$ cat config.mk
export PLATFORM = sky130hd
export DESIGN_NAME = rr_encoder_flat
export DESIGN_NICKNAME = d
export VERILOG_FILES = /design/src/rtl/rr_encoder_if.sv /design/src/rtl/rr_encoder.sv /design/src/flat_wrapper.sv
export SDC_FILE = /design/constraint.sdc
export NUM_CORES = 1
export LEC_CHECK = 0
export BUFFER_PORTS_ARGS = -buffer_cell sky130_fd_sc_hd__buf_2
export CORE_ASPECT_RATIO = 0.8
export CORE_MARGIN = 2
export CORE_UTILIZATION = 52
export DETAILED_ROUTE_END_ITERATION = 8
export PLACE_DENSITY = 0.84
export REMOVE_ABC_BUFFERS = 1
export SLEW_MARGIN = 5
export SYNTH_ARGS = -nofsm -noshare
export SYNTH_HDL_FRONTEND = slang
export SYNTH_SLANG_ARGS = --single-unit
$ cat constraint.sdc
create_clock -name clk -period 4.1 [get_ports clk]
set_clock_uncertainty 0.15 [all_clocks]
set_input_delay 0.205 -clock clk [delete_from_list [all_inputs] [get_ports clk]]
set_output_delay 0.205 -clock clk [all_outputs]
set_load 0.01 [all_outputs]
$ cat src/rtl/rr_encoder_if.sv
// ============================================================================
//  Module   : rr_encoder_if
//  Purpose  : Request / grant handshake bundle for the round-robin encoder.
//  Signals  : req       [31:0]  level request vector, bit i = requester i
//             enable            permits new grant loads when high
//             out_ready         consumer accepts the presented address
//             out_valid         encoder holds a live grant
//             out_addr  [4:0]   binary index of the granted requester
//             ack       [31:0]  one-hot acknowledge, only in the accept cycle
//  Modports : master - requester/consumer side (drives req/enable/out_ready)
//             slave  - encoder side (drives out_valid/out_addr/ack)
//  Revision : 1.0 - initial release
// ============================================================================
`default_nettype none

interface rr_encoder_if;
    logic [31:0] req;
    logic        enable;
    logic        out_ready;
    logic        out_valid;
    logic [4:0]  out_addr;
    logic [31:0] ack;

    modport master (
        output req,
        output enable,
        output out_ready,
        input  out_valid,
        input  out_addr,
        input  ack
    );

    modport slave (
        input  req,
        input  enable,
        input  out_ready,
        output out_valid,
        output out_addr,
        output ack
    );
endinterface

`default_nettype wire

$ cat src/rtl/rr_encoder.sv
// ============================================================================
//  Module   : rr_encoder
//  Purpose  : Round-robin priority encoder with a registered, held grant.
//             In IDLE the first set request at or after the rotating
//             pointer is captured into the address register. The grant is
//             held (immune to req/enable changes) until accepted, after
//             which the pointer moves one past the granted index and the
//             block spends one cycle in IDLE before the next grant.
//  Ports    : clk    - rising-edge clock
//             rst_n  - asynchronous active-low reset
//             bus    - rr_encoder_if.slave (req, enable, out_ready in;
//                      out_valid, out_addr, ack out)
//  Revision : 1.0 - initial release
// ============================================================================
`default_nettype none

module rr_encoder (
    input  wire logic    clk,
    input  wire logic    rst_n,
    rr_encoder_if.slave  bus
);

    localparam logic [0:0] S_IDLE = 1'b0;
    localparam logic [0:0] S_HOLD = 1'b1;

    logic [0:0]  r_state;
    logic [0:0]  w_state_nxt;
    logic [4:0]  r_addr;
    logic [4:0]  w_addr_nxt;
    logic [4:0]  r_ptr;
    logic [4:0]  w_ptr_nxt;

    logic [31:0] w_rot;
    logic [4:0]  w_off;
    logic [4:0]  w_grant;
    logic        w_any;

    // Rotate the request vector so the pointer position lands at bit 0;
    // the lowest set bit of the rotated vector is then the winner.
    assign w_rot = 32'({bus.req, bus.req} >> r_ptr);

    always_comb begin
        w_off = 5'd0;
        for (int j = 31; j >= 0; j--) begin
            if (w_rot[j]) begin
                w_off = 5'(j);
            end
        end
    end

    assign w_any   = |bus.req;
    // 5-bit add wraps modulo 32, undoing the rotation.
    assign w_grant = r_ptr + w_off;

    // ------------------------------------------------------------------
    // State register
    // ------------------------------------------------------------------
    always_ff @(posedge clk or negedge rst_n) begin
        if (!rst_n) begin
            r_state <= S_IDLE;
            r_addr  <= 5'd0;
            r_ptr   <= 5'd0;
        end else begin
            r_state <= w_state_nxt;
            r_addr  <= w_addr_nxt;
            r_ptr   <= w_ptr_nxt;
        end
    end

    // ------------------------------------------------------------------
    // Next-state logic
    // ------------------------------------------------------------------
    always_comb begin
        w_state_nxt = r_state;
        w_addr_nxt  = r_addr;
        w_ptr_nxt   = r_ptr;
        case (r_state)
            S_IDLE: begin
                if (bus.enable && w_any) begin
                    w_state_nxt = S_HOLD;
                    w_addr_nxt  = w_grant;
                end
            end
            S_HOLD: begin
                // Held grant ignores req and enable; only acceptance
                // releases it. Returning to IDLE gives the mandatory gap.
                if (bus.out_ready) begin
                    w_state_nxt = S_IDLE;
                    w_ptr_nxt   = r_addr + 5'd1;
                end
            end
            default: begin
                w_state_nxt = S_IDLE;
            end
        endcase
    end

    // ------------------------------------------------------------------
    // Output logic
    // ------------------------------------------------------------------
    always_comb begin
        bus.out_valid = (r_state == S_HOLD);
        bus.out_addr  = r_addr;
        bus.ack       = 32'h0;
        if ((r_state == S_HOLD) && bus.out_ready) begin
            bus.ack = 32'd1 << r_addr;
        end
    end

endmodule

`default_nettype wire

$ cat src/flat_wrapper.sv
// flat-port wrapper written by rule: the top's interface ports become plain ports
module rr_encoder_flat 
  (clk, rst_n, bus_req, bus_enable, bus_out_ready, bus_out_valid, bus_out_addr, bus_ack);
  rr_encoder_if bus_i ();
  input  wire logic clk;
  input  wire logic rst_n;
  input wire logic [$bits(bus_i.req)-1:0] bus_req;
  input wire logic [$bits(bus_i.enable)-1:0] bus_enable;
  input wire logic [$bits(bus_i.out_ready)-1:0] bus_out_ready;
  output wire logic [$bits(bus_i.out_valid)-1:0] bus_out_valid;
  output wire logic [$bits(bus_i.out_addr)-1:0] bus_out_addr;
  output wire logic [$bits(bus_i.ack)-1:0] bus_ack;
  assign bus_i.req = bus_req;
  assign bus_i.enable = bus_enable;
  assign bus_i.out_ready = bus_out_ready;
  assign bus_out_valid = bus_i.out_valid;
  assign bus_out_addr = bus_i.out_addr;
  assign bus_ack = bus_i.ack;
  rr_encoder u_core (.clk(clk), .rst_n(rst_n), .bus(bus_i));
endmodule
* Word-level counts from Yosys, hierarchy flattened
Cells that the tools add are included.
W data, S select, Z words.
** Storage, ports and cells
- Bits in registers :: 11
- Latch bits :: 0
- Memory bits (writable) :: 0
- Bits in read-only memories :: 0
- Input port bits :: 36
- Output and inout port bits :: 38
- Logic and storage cells :: 49
- Memories :: 0
** Cells by class
- Add/subtract/negate cells :: 2
- Multiply operators :: 0
- Div/mod/pow operators :: 0
- Order comparisons :: 0
- Equality and inequality tests :: 0
- Shift-type cells :: 2
- Muxes and demuxes :: 36
- Bitwise logic cells :: 1
- Reduce and logical (&&, ||, !) cells :: 5
** Operators with widths (count)
- $mux W5 :: 32
- $shr A64 B5 Y32 :: 1
- $mux W32 :: 1
- $reduce_or A32 Y1 :: 1
- $shl A1 B5 Y32 const A :: 1
- $add A5 B1 Y5 const B :: 1
- $add A5 B5 Y5 :: 1
- $reduce_and A2 Y1 :: 2
- $logic_and A1 B1 Y1 :: 2
- $mux W1 :: 2
- $pmux W1 S2 :: 1
- $not A1 Y1 :: 1

* Depth between registers and ports, before layout
Gate-level depths: netlist of run 1.
- Depth after elaboration :: 34
- Depth in mapped cells :: 21
- Mapped depth without buffers :: 17

* Worst setup path before layout of run 1
Ideal clock, no wire load.
- Path kind :: register to register
- From :: register u_core.r_ptr[3]
- To :: register u_core.r_addr[4] (netlist: u_core.bus.out_addr[4])
- Arrival :: 3.987 ns
- Path slack :: -0.180 ns
- Cell stages (with the launch flop) :: 21
- Buffers on the path :: 3
- Clock period less this slack :: 4.280 ns
- Cells stage by stage :: dfrtp_1 > buf_2 > buf_2 > buf_2 > mux2_2 > a222oi_1 > mux4_2 > o21ai_0 > a221oi_1 > o31ai_1 > a2111oi_0 > o21a_1 > ha_1 > inv_1 > fa_1 > inv_1 > a21o_1 > a21oi_1 > xnor2_1 > xnor2_1 > o21ai_1
** On the way
- Cells in the longest elaborated chain, start to end :: 34
** RTL lines
- start: declaration :: line rr_encoder.sv:30 : logic [4:0] r_ptr;
- start signal: assignment :: line rr_encoder.sv:66 : r_ptr <= w_ptr_nxt;
- $shr A64 B5 Y32 :: line rr_encoder.sv:40 : assign w_rot = 32'({bus.req, bus.req} >> r_ptr);
- $mux W5 (32 in a row) :: line rr_encoder.sv:45 : if (w_rot[j]) begin
- $add A5 B5 Y5 (*) :: line rr_encoder.sv:53 : assign w_grant = r_ptr + w_off;
- end signal: assignment :: line rr_encoder.sv:65 : r_addr <= w_addr_nxt;
- end: declaration :: line rr_encoder.sv:28 : logic [4:0] r_addr;
Every way passes the cells marked *; elsewhere a longest branch is shown, timed or not.
A chain may end at the register's enable or synchronous reset.

* Worst setup path in the final report of run 1
- From :: register u_core.r_ptr[2]
- To :: register u_core.r_addr[4] (netlist: u_core.bus.out_addr[4])
Same word-level chain as after synthesis.

==> results of run 1 <==
timing repair:
action | CTS | global route
gates resized for setup | 42 | 10
pin swaps | 18 | 12
gates cloned | 2 | 0
endpoints found under the hold margin | 11 | 0
setup endpoints to repair | 4 | 4
setup buffers | 13 | 6
hold buffers | 1 | 0
routing by layer:
| metal | vias to the layer above | part of all wire, % | track usage [%] |
|---|---|---|---|
| li1 | 2406 | - | - |
| met1 | 2932 | 31 | 51.7 |
| met2 | 780 | 43 | 69.4 |
| met3 | 280 | 17 | 18.2 |
| met4 | 0 | 9.4 | 30.0 |
| met5 | - | 0 | 0 |
report_power, final:
part	switching, mW	total (mW)	internal [mW]
registers	0.124	0.285	0.162
logic	3.32	6.54	3.22
clock network	0.0646	0.196	0.132
synth_stat cells (8+ instances only):
| master | instances |
|---|---|
| inv_1 | 10 |
| mux4_2 | 81 |
| nand3_1 | 8 |
| clkbuf_1 | 25 |
| nor2_1 | 51 |
| o22ai_1 | 10 |
| nor4_1 | 9 |
| mux2i_1 | 30 |
| nand2_1 | 43 |
| nor3_1 | 11 |
| dfrtp_1 | 11 |
| a21oi_1 | 12 |
| ha_1 | 10 |
| nand2b_1 | 10 |
| mux2_2 | 39 |
| buf_2 | 14 |
| o21ai_0 | 10 |
worst max-delay path: cells and delay by family, from the launching register on:
kind	cells	cell delay (ps)
compound gates	7	1110
xor+xnor	2	310
fa+ha+maj	1	280
buf+inv	3	470
flops	1	450
mux	2	1110
simple gates	2	540
final timing paths:
| kind | start | slack, ps | endpoint | cells after the start |
|---|---|---|---|---|
| hold / removal | bus_out_ready | 40 | u_core.bus.out_valid | 2 |
| setup reg to reg | u_core.r_ptr[2] | -520 | u_core.bus.out_addr[4] | 17 |
| hold reg to reg | u_core.bus.out_valid | 480 | u_core.bus.out_valid | 2 |
| max in group asynchronous | rst_n | 3260 | u_core.r_ptr[0] | 2 |
| min in group asynchronous | rst_n | 250 | u_core.r_ptr[0] | 2 |
| setup / recovery | u_core.r_ptr[2] | -520 | u_core.bus.out_addr[4] | 17 |
cells by family (layout without fill, tap and decap cells):
logic type	count (synthesis)	after routing	share of synthesized area (%)
DFF	11	11	5.54
and+or+nand+nor	162	162	15.6
adders and majority gates	11	11	2.92
xor gates and xnor gates	6	6	1.06
other	0	1	0
buffers and inverters	64	259	6.30
AOI/OAI and AO/OA	85	85	13.1
muxes	158	158	55.5
area by class of cell:
| class | count | area, um2 |
|---|---|---|
| Timing Repair Buffer | 243 | 1850 |
| Fill cell | 507 | 2200 |
| Inverter | 12 | 45.0 |
| Tap cell | 115 | 144 |
| Sequential cell | 11 | 283 |
| Antenna cell | 1 | 2.50 |
| Clock buffer | 4 | 78.8 |
| Multi-Input combinational cell | 422 | 4550 |
through the flow:
stage,hold slack (ps),instance area (um2),setup TNS (ps),utilization [%]
global placement,-50.1,6450,-545,70.5
CTS,45.5,6860,-766,74.9
detailed placement,-38.6,6450,-1020,70.5
global route,75.8,6950,-1490,76.0
finish,39.4,6960,-1280,76.0
floorplan,-241,4700,-8750,-
registers in the layout (all words and copies together) (netlist names):
register,cells
u_core.r_ptr,5
u_core.bus.out_valid,1
u_core.bus.out_addr,5
==> results.py, run 1 <==
metrics = {
    "placed_design": {
        "dp.final_hpwl_mm": 16.0,
        "io_buffer_count": 73,
        "pre_cts_slack_ps": -507,
        "place_congestion": 1.06,
        "place_inst": 781,
    },
    "die": {
        "die_x_um": 113,
        "core_area_um2": 9150,
        "row_count": 31,
        "start_util_pct": 54.3,
        "ios": 74,
        "die_h_um": 91.4,
        "dieArea_um2": 10400,
    },
    "yosys": {
        "ys_seq_area_share_pct": 5.54,
        "synth_edf_count": 0,
        "syn_inst": 497,
        "synth_area_leaders": "mux4_2 (37%), mux2_2 (8.8%), mux2i_1 (6.0%)",
        "synthFlopType": "dfrtp_1",
        "syn-cell-area_um2": 4970,
        "yosys_warnings": 0,
        "ys_ff_latch": 11,
        "syn_area_per_cell_um2": 9.99,
        "synth-async-reset-ratio_pct": 100,
        "yosys.area.top_type": "mux4_2",
        "synthDominantCellAreaShare_pct": 36.7,
        "ys_types": 66,
    },
    "setup_path": {
        "start_kind": "flop",
        "cp-end-kind": "flop",
        "cp_slowest_stage_delay_ps": 560,
        "arrival_ps": 4560,
        "worstPathRequired_ps": 4030,
        "path_max_fanout": 8,
        "cp_slowest_cell": "mux4_2",
        "path_cells": "buf_12 -> buf_8 -> mux4_2 -> buf_4 -> a21oi_4 -> nand2_2 -> mux4_2 -> or3_4 -> o21bai_4 -> a31oi_1 -> o31ai_1 -> ha_1 -> a21o_1 -> a21oi_2 -> xnor2_1 -> xnor2_1 -> o21ai_1",
        "critPathKind": "reg -> reg",
    },
    "clocking": {
        "htreeDepth": 1,
        "clkLatencyLatePin_ps": 260,
        "cts_buffers": 3,
        "cts_sinks": 11,
        "cts_tree": "yes",
        "clk_path_buf_depth": 2,
        "root_buffer": "clkbuf_16",
        "clk_pin_slew_ps": 60,
    },
    "global_route": {
        "track_usage_pct": 45.1,
        "grt_pass1_vias": 6423,
        "grt-ovfl-total": 0,
        "grt_max_degree": 38,
        "antenna_found_initial": 1,
        "grt_first_pass_wirelength_mm": 35.4,
    },
    "detailed_routing": {
        "via_per_inst": 7.92,
        "wl_per_cell_um": 29.9,
        "drt-total-wl_mm": 24.2,
        "drtAntennaViolNets": 0,
        "firstDrtPassIters": 7,
        "drt_iter0_drc": 1018,
        "via_count": 6398,
        "drc": 0,
    },
    "timing": {
        "worst_slew_pin_slew_ps": 934,
        "worst_slack_ps": -524,
        "setup_violations": 4,
        "rsz0062_at_grt": "true",
        "maxSlewViolCount": 0,
        "hold_violations": 0,
        "slew_headroom_pct": 37.5,
        "period_share_pct": 113,
        "fmax_ghz": 0.216,
        "fin_crit_ps": 4620,
    },
    "worst_hold_path": {
        "min_path_type": "in -> reg",
    },
    "power_and_ir_drop": {
        "report.power.total_mw": 7.02,
        "power_per_cell_area_nw_per_um2": 1010,
        "irDropWorstVdd_uv": 688,
        "power_leakage_nw": 2.87,
    },
    "layout": {
        "final_common_cell": "buf_4",
        "area_growth_pct": 40.0,
        "layout_common_cells": "buf_4 (151), mux4_2 (82), buf_2 (73)",
        "fin_nets": 740,
        "drive_gt1_share_pct": 59.4,
        "stdcell_count": 808,
    },
    "run_status": {
        "violations": "setup timing",
        "run_status": "complete, but fails checks",
    },
    "run": {
        "drv_cap": 0,
    },
}
(Power assumes the default switching activity.)
==> run 2, diff against run 1 <==
--- a/config.mk
+++ b/config.mk
@@ -11,7 +11,6 @@
 export CORE_UTILIZATION = 52
 export DETAILED_ROUTE_END_ITERATION = 8
 export PLACE_DENSITY = 0.84
-export REMOVE_ABC_BUFFERS = 1
 export SLEW_MARGIN = 5
 export SYNTH_ARGS = -nofsm -noshare
 export SYNTH_HDL_FRONTEND = slang
==> run 2 against run 1 <==
Compared with the run above:
- the run still ends with setup timing left
- first-iteration DRC count decreased by 17%
- clock power decreased by 2%
- sequential cell count did not move
- sequential share of layout area rose by 0.11 points
- final cell count is 4.5% lower
- combinational power decreased by 1%
- cell area shrank 2.7%
- register-to-register slack better by 170 ps
- worst setup slack improved by 170 ps
- wire length is 12% lower
- die area unchanged
- critical endpoint unchanged
- highest routed layer is now met5
==> results.py, run 2 (synthesized netlist as in run 1, its figures left out) <==
metrics = {
    "run_status": {
        "run_status": "complete, but fails checks",
        "violations": "setup timing",
    },
    "layout": {
        "fillers": 546,
        "drive_gt1_share_pct": 58.9,
        "fin_nets": 705,
        "final_common_cell": "buf_4",
        "layout_common_cells": "buf_4 (109), mux4_2 (88), buf_2 (73)",
        "fin_area_um2": 6770,
        "area_growth_pct": 36.3,
        "fin_util_pct": 73.9,
        "diodes": 0,
    },
    "timing": {
        "fin_crit_ps": 4460,
        "hold_violations": 0,
        "whs_ps": 31.0,
        "period_share_pct": 109,
        "maxSlewViolCount": 0,
        "setup_violations": 3,
        "slew_headroom_pct": 45.0,
        "worst_slack_ps": -358,
        "worst_slew_pin_slew_ps": 821,
        "rsz0062_at_grt": "true",
        "fmax_ghz": 0.224,
    },
    "detailed_routing": {
        "drtAntennaViolNets": 0,
        "drc": 0,
        "drt_iter0_drc": 850,
        "firstDrtPassIters": 6,
        "wl_per_cell_um": 27.6,
        "drt-total-wl_mm": 21.3,
        "via_count": 5816,
        "via_per_inst": 7.53,
    },
    "placed_design": {
        "io_buffer_count": 73,
        "place_congestion": 1.01,
        "dp.final_hpwl_mm": 14.5,
        "dpl-instance-area_um2": 6100,
        "pre_cts_slack_ps": -344,
    },
    "die": {
        "dieArea_um2": 10400,
        "die_x_um": 113,
        "core_area_um2": 9150,
        "ios": 74,
        "start_util_pct": 54.3,
        "die_h_um": 91.4,
        "row_count": 31,
    },
    "power_and_ir_drop": {
        "p_sw_mw": 3.34,
        "swShare_pct": 48.1,
        "power_leakage_nw": 2.74,
        "clkPwrFrac_pct": 2.8,
        "report.power.total_mw": 6.94,
        "power_per_cell_area_nw_per_um2": 1030,
        "p_seq_share_pct": 4.3,
        "p_int_mw": 3.60,
        "p_comb_share_pct": 92.9,
        "irDropWorstVdd_uv": 550,
    },
    "setup_path": {
        "path_cells": "buf_12 -> buf_4 -> mux4_2 -> mux2i_1 -> buf_4 -> mux2_2 -> nand3_1 -> buf_4 -> nand2_1 -> a2111oi_2 -> a2111oi_2 -> o21a_1 -> ha_2 -> inv_2 -> fa_2 -> inv_2 -> a21o_1 -> a21oi_2 -> xnor2_1 -> xnor2_1 -> o21ai_1",
        "cp-end-kind": "flop",
        "rrSetupSlack_ps": -360,
        "start_kind": "flop",
        "crit_top_cell": "buf_4",
        "critPathKind": "reg -> reg",
        "worstPathRequired_ps": 4040,
        "cp_slowest_stage_delay_ps": 520,
        "path_max_fanout": 7,
        "arrival_ps": 4400,
        "cp_slowest_cell": "dfrtp_4",
    },
    "clocking": {
        "clk_pin_slew_ps": 50,
        "cts_sinks": 11,
        "root_buffer": "clkbuf_16",
        "clk_path_buf_depth": 2,
        "cts_tree": "yes",
        "clkLatencyLatePin_ps": 250,
        "cts_buffers": 3,
        "htreeDepth": 1,
    },
    "yosys": {
        "syn-num-nets": 544,
    },
    "global_route": {
        "grt-ovfl-total": 0,
        "grt_max_degree": 41,
        "track_usage_pct": 40.0,
        "grt_first_pass_wirelength_mm": 32.2,
        "grt_pass1_vias": 5694,
        "antenna_found_initial": 0,
    },
    "worst_hold_path": {
        "min_path_type": "in -> reg",
    },
    "run": {
        "drv_cap": 0,
    },
}
run 2: changes by cell type in the layout (fill, tap and decap cells not counted), moves of 2 or more:
cell	before	now
mux4_1	6	0
mux4_2	82	88
buf_4	151	109
a21oi_4	2	0
o21ai_1	5	3
mux2_2	38	33
mux2_4	2	6
a21oi_2	2	6
a21oi_1	8	6
buf_12	9	14
o21ai_2	0	3
run 2: final cells by class:
type                            instances  area, um2  share of cell area (%)
Multi-Input combinational cell        422       4550                    67.3
Timing Repair Buffer                  208       1660                    24.6
Sequential cell                        11        283                    4.18
Tap cell                              115        144                    2.13
Clock buffer                            3       75.1                    1.11
Inverter                               12       45.0                   0.665
Clock inverter                          1       5.00                  0.0739
run 2: metal layers:
metal | track usage, % | part of all wire, %
met5 | 0 | 0.13
met4 | 14.1 | 5.7
met3 | 13.3 | 16
met2 | 62.5 | 45
met1 | 52.1 | 33
run 2: path summary, 6_finish.rpt:
| check | end | cells after the start | startpoint |
|---|---|---|---|
| setup reg to reg | u_core.bus.out_addr[4] | 21 | u_core.r_ptr[0] |
| setup / recovery | u_core.bus.out_addr[4] | 21 | u_core.r_ptr[0] |
| hold / removal | u_core.bus.out_valid | 2 | bus_out_ready |
| hold reg to reg | u_core.bus.out_valid | 2 | u_core.bus.out_valid |
| min in group asynchronous | u_core.r_ptr[1] | 2 | rst_n |
| max in group asynchronous | u_core.r_ptr[0] | 2 | rst_n |
run 2: power groups by stage:
stage | clock network (mW) | logic, mW | registers (mW)
after floorplan | 0 | 3.56 | 0.212
after global placement | 0 | 5.11 | 0.289
after detailed placement | 0 | 5.28 | 0.296
after CTS | 0.190 | 5.78 | 0.295
after global routing | 0.194 | 6.74 | 0.308
final | 0.192 | 6.45 | 0.300
run 2: timing repair:
action / 4_1_cts / 5_1_grt
gates cloned: 3 / 0
gates resized for setup: 30 / 34
buffers inserted: 21 / 12
pin swaps: 17 / 18
hold buffers: 1 / 0
endpoints found under the setup margin: 3 / 4
endpoints found under the hold margin: 11 / 0
run 2: critical path: cells and delay by family (launching register included):
kind,cells,cell delay [ps]
XOR/XNOR,2,360
AND/OR/NAND/NOR,2,230
AO/OA/AOI/OAI,6,880
buffers and inverters,6,780
flip-flops,1,520
adder cells (fa/ha/maj),2,520
multiplexers,3,860
run 2: stage by stage:
| step | std cells | setup TNS (ps) |
|---|---|---|
| detailed placement | 732 | -628 |
| floorplan | 497 | 0 |
| global placement | 732 | -377 |
| finish | 772 | -649 |
| global route | 772 | -1090 |
| CTS | 761 | -275 |
==> run 3, diff against run 2 <==
--- a/config.mk
+++ b/config.mk
@@ -5,12 +5,13 @@
 export SDC_FILE = /design/constraint.sdc
 export NUM_CORES = 1
 export LEC_CHECK = 0
+export ABC_AREA = 0
 export BUFFER_PORTS_ARGS = -buffer_cell sky130_fd_sc_hd__buf_2
 export CORE_ASPECT_RATIO = 0.8
 export CORE_MARGIN = 2
-export CORE_UTILIZATION = 52
+export CORE_UTILIZATION = 54
 export DETAILED_ROUTE_END_ITERATION = 8
-export PLACE_DENSITY = 0.84
+export PLACE_DENSITY = 0.83
 export SLEW_MARGIN = 5
 export SYNTH_ARGS = -nofsm -noshare
 export SYNTH_HDL_FRONTEND = slang
==> run 3 against run 2 <==
Compared with the run above:
- the run still ends with setup timing left
- clock power down 7%
- critical path type unchanged
- combinational power decreased by 6.7%
- count of clock-buffer cells in the layout up 1
- worst setup slack worse by 37 ps
- critical endpoint unchanged
- die area fell by 3.6%
- maximum frequency is 0.82% lower
- global-route usage down 1.3 points
==> results.py, run 3 (synthesized netlist as in run 1, its figures left out) <==
metrics = {
    "die": {
        "core_area_um2": 9000,
        "ios": 74,
        "die_h_um": 89.8,
        "start_util_pct": 55.2,
        "dieArea_um2": 9990,
        "row_count": 31,
        "die_x_um": 111,
    },
    "run": {
        "drv_cap": 0,
    },
    "run_status": {
        "violations": "setup timing",
        "run_status": "complete, but fails checks",
    },
    "power_and_ir_drop": {
        "p_seq_share_pct": 4.4,
        "p_sw_mw": 3.18,
        "power_leakage_nw": 2.57,
        "p_comb_share_pct": 92.8,
        "power_per_cell_area_nw_per_um2": 1010,
        "clkPwrFrac_pct": 2.7,
        "swShare_pct": 49.0,
        "irDropWorstVdd_uv": 445,
        "p_int_mw": 3.31,
    },
    "layout": {
        "area_growth_pct": 29.9,
        "layout_common_cells": "buf_4 (90), mux4_2 (85), buf_2 (73)",
        "fin_nets": 679,
        "multiInputGateArea_um2": 4550,
        "diodes": 0,
        "fillers": 587,
        "final_common_cell": "buf_4",
        "drive_gt1_share_pct": 54.5,
        "register_area_um2": 283,
    },
    "setup_path": {
        "critPathKind": "reg -> reg",
        "worstPathRequired_ps": 4040,
        "cp_slowest_stage_delay_ps": 510,
        "cp_slowest_cell": "dfrtp_4",
        "cp-end-kind": "flop",
        "arrival_ps": 4430,
        "path_max_fanout": 4,
        "reg2regPathDepth": 19,
        "start_kind": "flop",
        "path_cells": "buf_12 -> buf_4 -> mux4_2 -> mux2_2 -> buf_4 -> mux4_2 -> a21oi_1 -> nor2_1 -> a2111oi_1 -> o21a_1 -> ha_2 -> inv_1 -> fa_2 -> inv_1 -> a21o_1 -> a21oi_2 -> xnor2_1 -> xnor2_1 -> o21ai_1",
    },
    "worst_hold_path": {
        "holdPathStages": 2,
        "min_path_type": "in -> reg",
    },
    "timing": {
        "fmax_ghz": 0.222,
        "tns_ps": -897,
        "rsz0062_at_grt": "true",
        "fin_crit_ps": 4500,
        "maxSlewViolCount": 0,
        "hold_violations": 0,
        "period_share_pct": 110,
        "worst_slew_pin_slew_ps": 856,
        "setup_violations": 4,
        "whs_ps": 44.6,
        "slew_headroom_pct": 42.7,
        "worst_slack_ps": -395,
    },
    "clocking": {
        "cts_sinks": 11,
        "clk_pin_slew_ps": 40,
        "cts_tree": "yes",
        "htreeDepth": 1,
        "root_buffer": "clkbuf_16",
        "clk_path_buf_depth": 2,
        "clkLatencyLatePin_ps": 240,
        "cts_buffers": 3,
    },
    "detailed_routing": {
        "drt-total-wl_mm": 19.8,
        "dr.max_layer_used": "met4",
        "dr_wl_met2_mm": 8.90,
        "met1Wirelength_mm": 6.57,
        "via_count": 5772,
        "met3WireLength_mm": 3.04,
        "drtAntennaViolNets": 0,
        "drt_iter0_drc": 1027,
        "wl_per_cell_um": 26.5,
        "via_per_inst": 7.74,
        "firstDrtPassIters": 9,
        "drc": 0,
    },
    "global_route": {
        "grt_max_degree": 42,
        "grt-ovfl-total": 0,
        "antenna_found_initial": 0,
        "grt_first_pass_wirelength_mm": 31.0,
        "grt_pass1_vias": 5708,
        "track_usage_pct": 38.6,
    },
    "placed_design": {
        "io_buffer_count": 73,
        "pre_cts_slack_ps": -325,
        "place_congestion": 0.986,
        "dp.final_hpwl_mm": 14.2,
    },
    "yosys": {
        "syn-num-nets": 544,
    },
}
[run 3: cell count changes in the layout (fill, tap and decap cells not counted), sizes merged]
cell,delta
bufbuf,-1
clkbuf,+1
buf,-25
clkinv,-1
[run 3: cell type report]
| cell class | count | share of cell area, % |
|---|---|---|
| clock buffers | 4 | 1.22 |
| repair buffers | 182 | 21.0 |
| inverters | 12 | 0.698 |
| well taps | 115 | 2.23 |
| multi-input cells | 422 | 70.5 |
| flip-flops and latches | 11 | 4.38 |
[run 3: power by group through the flow]
stage / Clock [mW] / Sequential (mW) / Combinational, mW
final: 0.178 / 0.286 / 6.02
after global placement: 0 / 0.275 / 4.97
after CTS: 0.179 / 0.275 / 5.46
after floorplan: 0 / 0.212 / 3.56
after global routing: 0.185 / 0.287 / 6.29
after detailed placement: 0 / 0.282 / 5.20
[run 3: path summary, 6_finish.rpt]
check | start | end | slack (ps)
setup / recovery | u_core.r_ptr[0] | u_core.bus.out_addr[4] | -400
hold / removal | bus_out_ready | u_core.bus.out_valid | 40
setup reg to reg | u_core.r_ptr[0] | u_core.bus.out_addr[4] | -400
hold reg to reg | u_core.bus.out_valid | u_core.bus.out_valid | 470
max in group asynchronous | rst_n | u_core.r_ptr[0] | 3340
min in group asynchronous | rst_n | u_core.bus.out_addr[3] | 220
[run 3: through the flow]
| stage | power [mW] | util [%] | cell area (um2) | cells |
|---|---|---|---|---|
| 2_1_floorplan | 3.77 | - | 5040 | 497 |
| 3_3_place_gp | 5.25 | 67.2 | 6050 | 727 |
| 3_5_place_dp | 5.48 | 67.2 | 6050 | 727 |
| 4_1_cts | 5.91 | 69.8 | 6280 | 739 |
| 5_1_grt | 6.76 | 71.7 | 6450 | 746 |
| 6_report | 6.49 | 71.7 | 6450 | 746 |
[run 3: worst max-delay path: cells and delay by family (launching register included)]
| kind | cells | cell delay [ps] |
|---|---|---|
| AOI/OAI and AO/OA | 6 | 980 |
| DFF | 1 | 510 |
| and+or+nand+nor | 1 | 60 |
| adders and majority gates | 2 | 520 |
| xor gates and xnor gates | 2 | 310 |
| buffers and inverters | 5 | 570 |
| muxes | 3 | 1240 |
[run 3: routing by layer]
layer	vias up	global-route usage [%]
met2	600	60.0
met3	156	11.1
met5	-	0
li1	2283	-
met4	0	19.4
met1	2733	49.7
[run 3: what timing repair did]
action | CTS | global route
setup endpoints to repair | 3 | 4
setup buffers | 6 | 7
hold buffers | 1 | 0
resized for setup | 14 | 29
pin swaps | 12 | 7
cloned | 1 | 0
hold endpoints to repair | 11 | 0
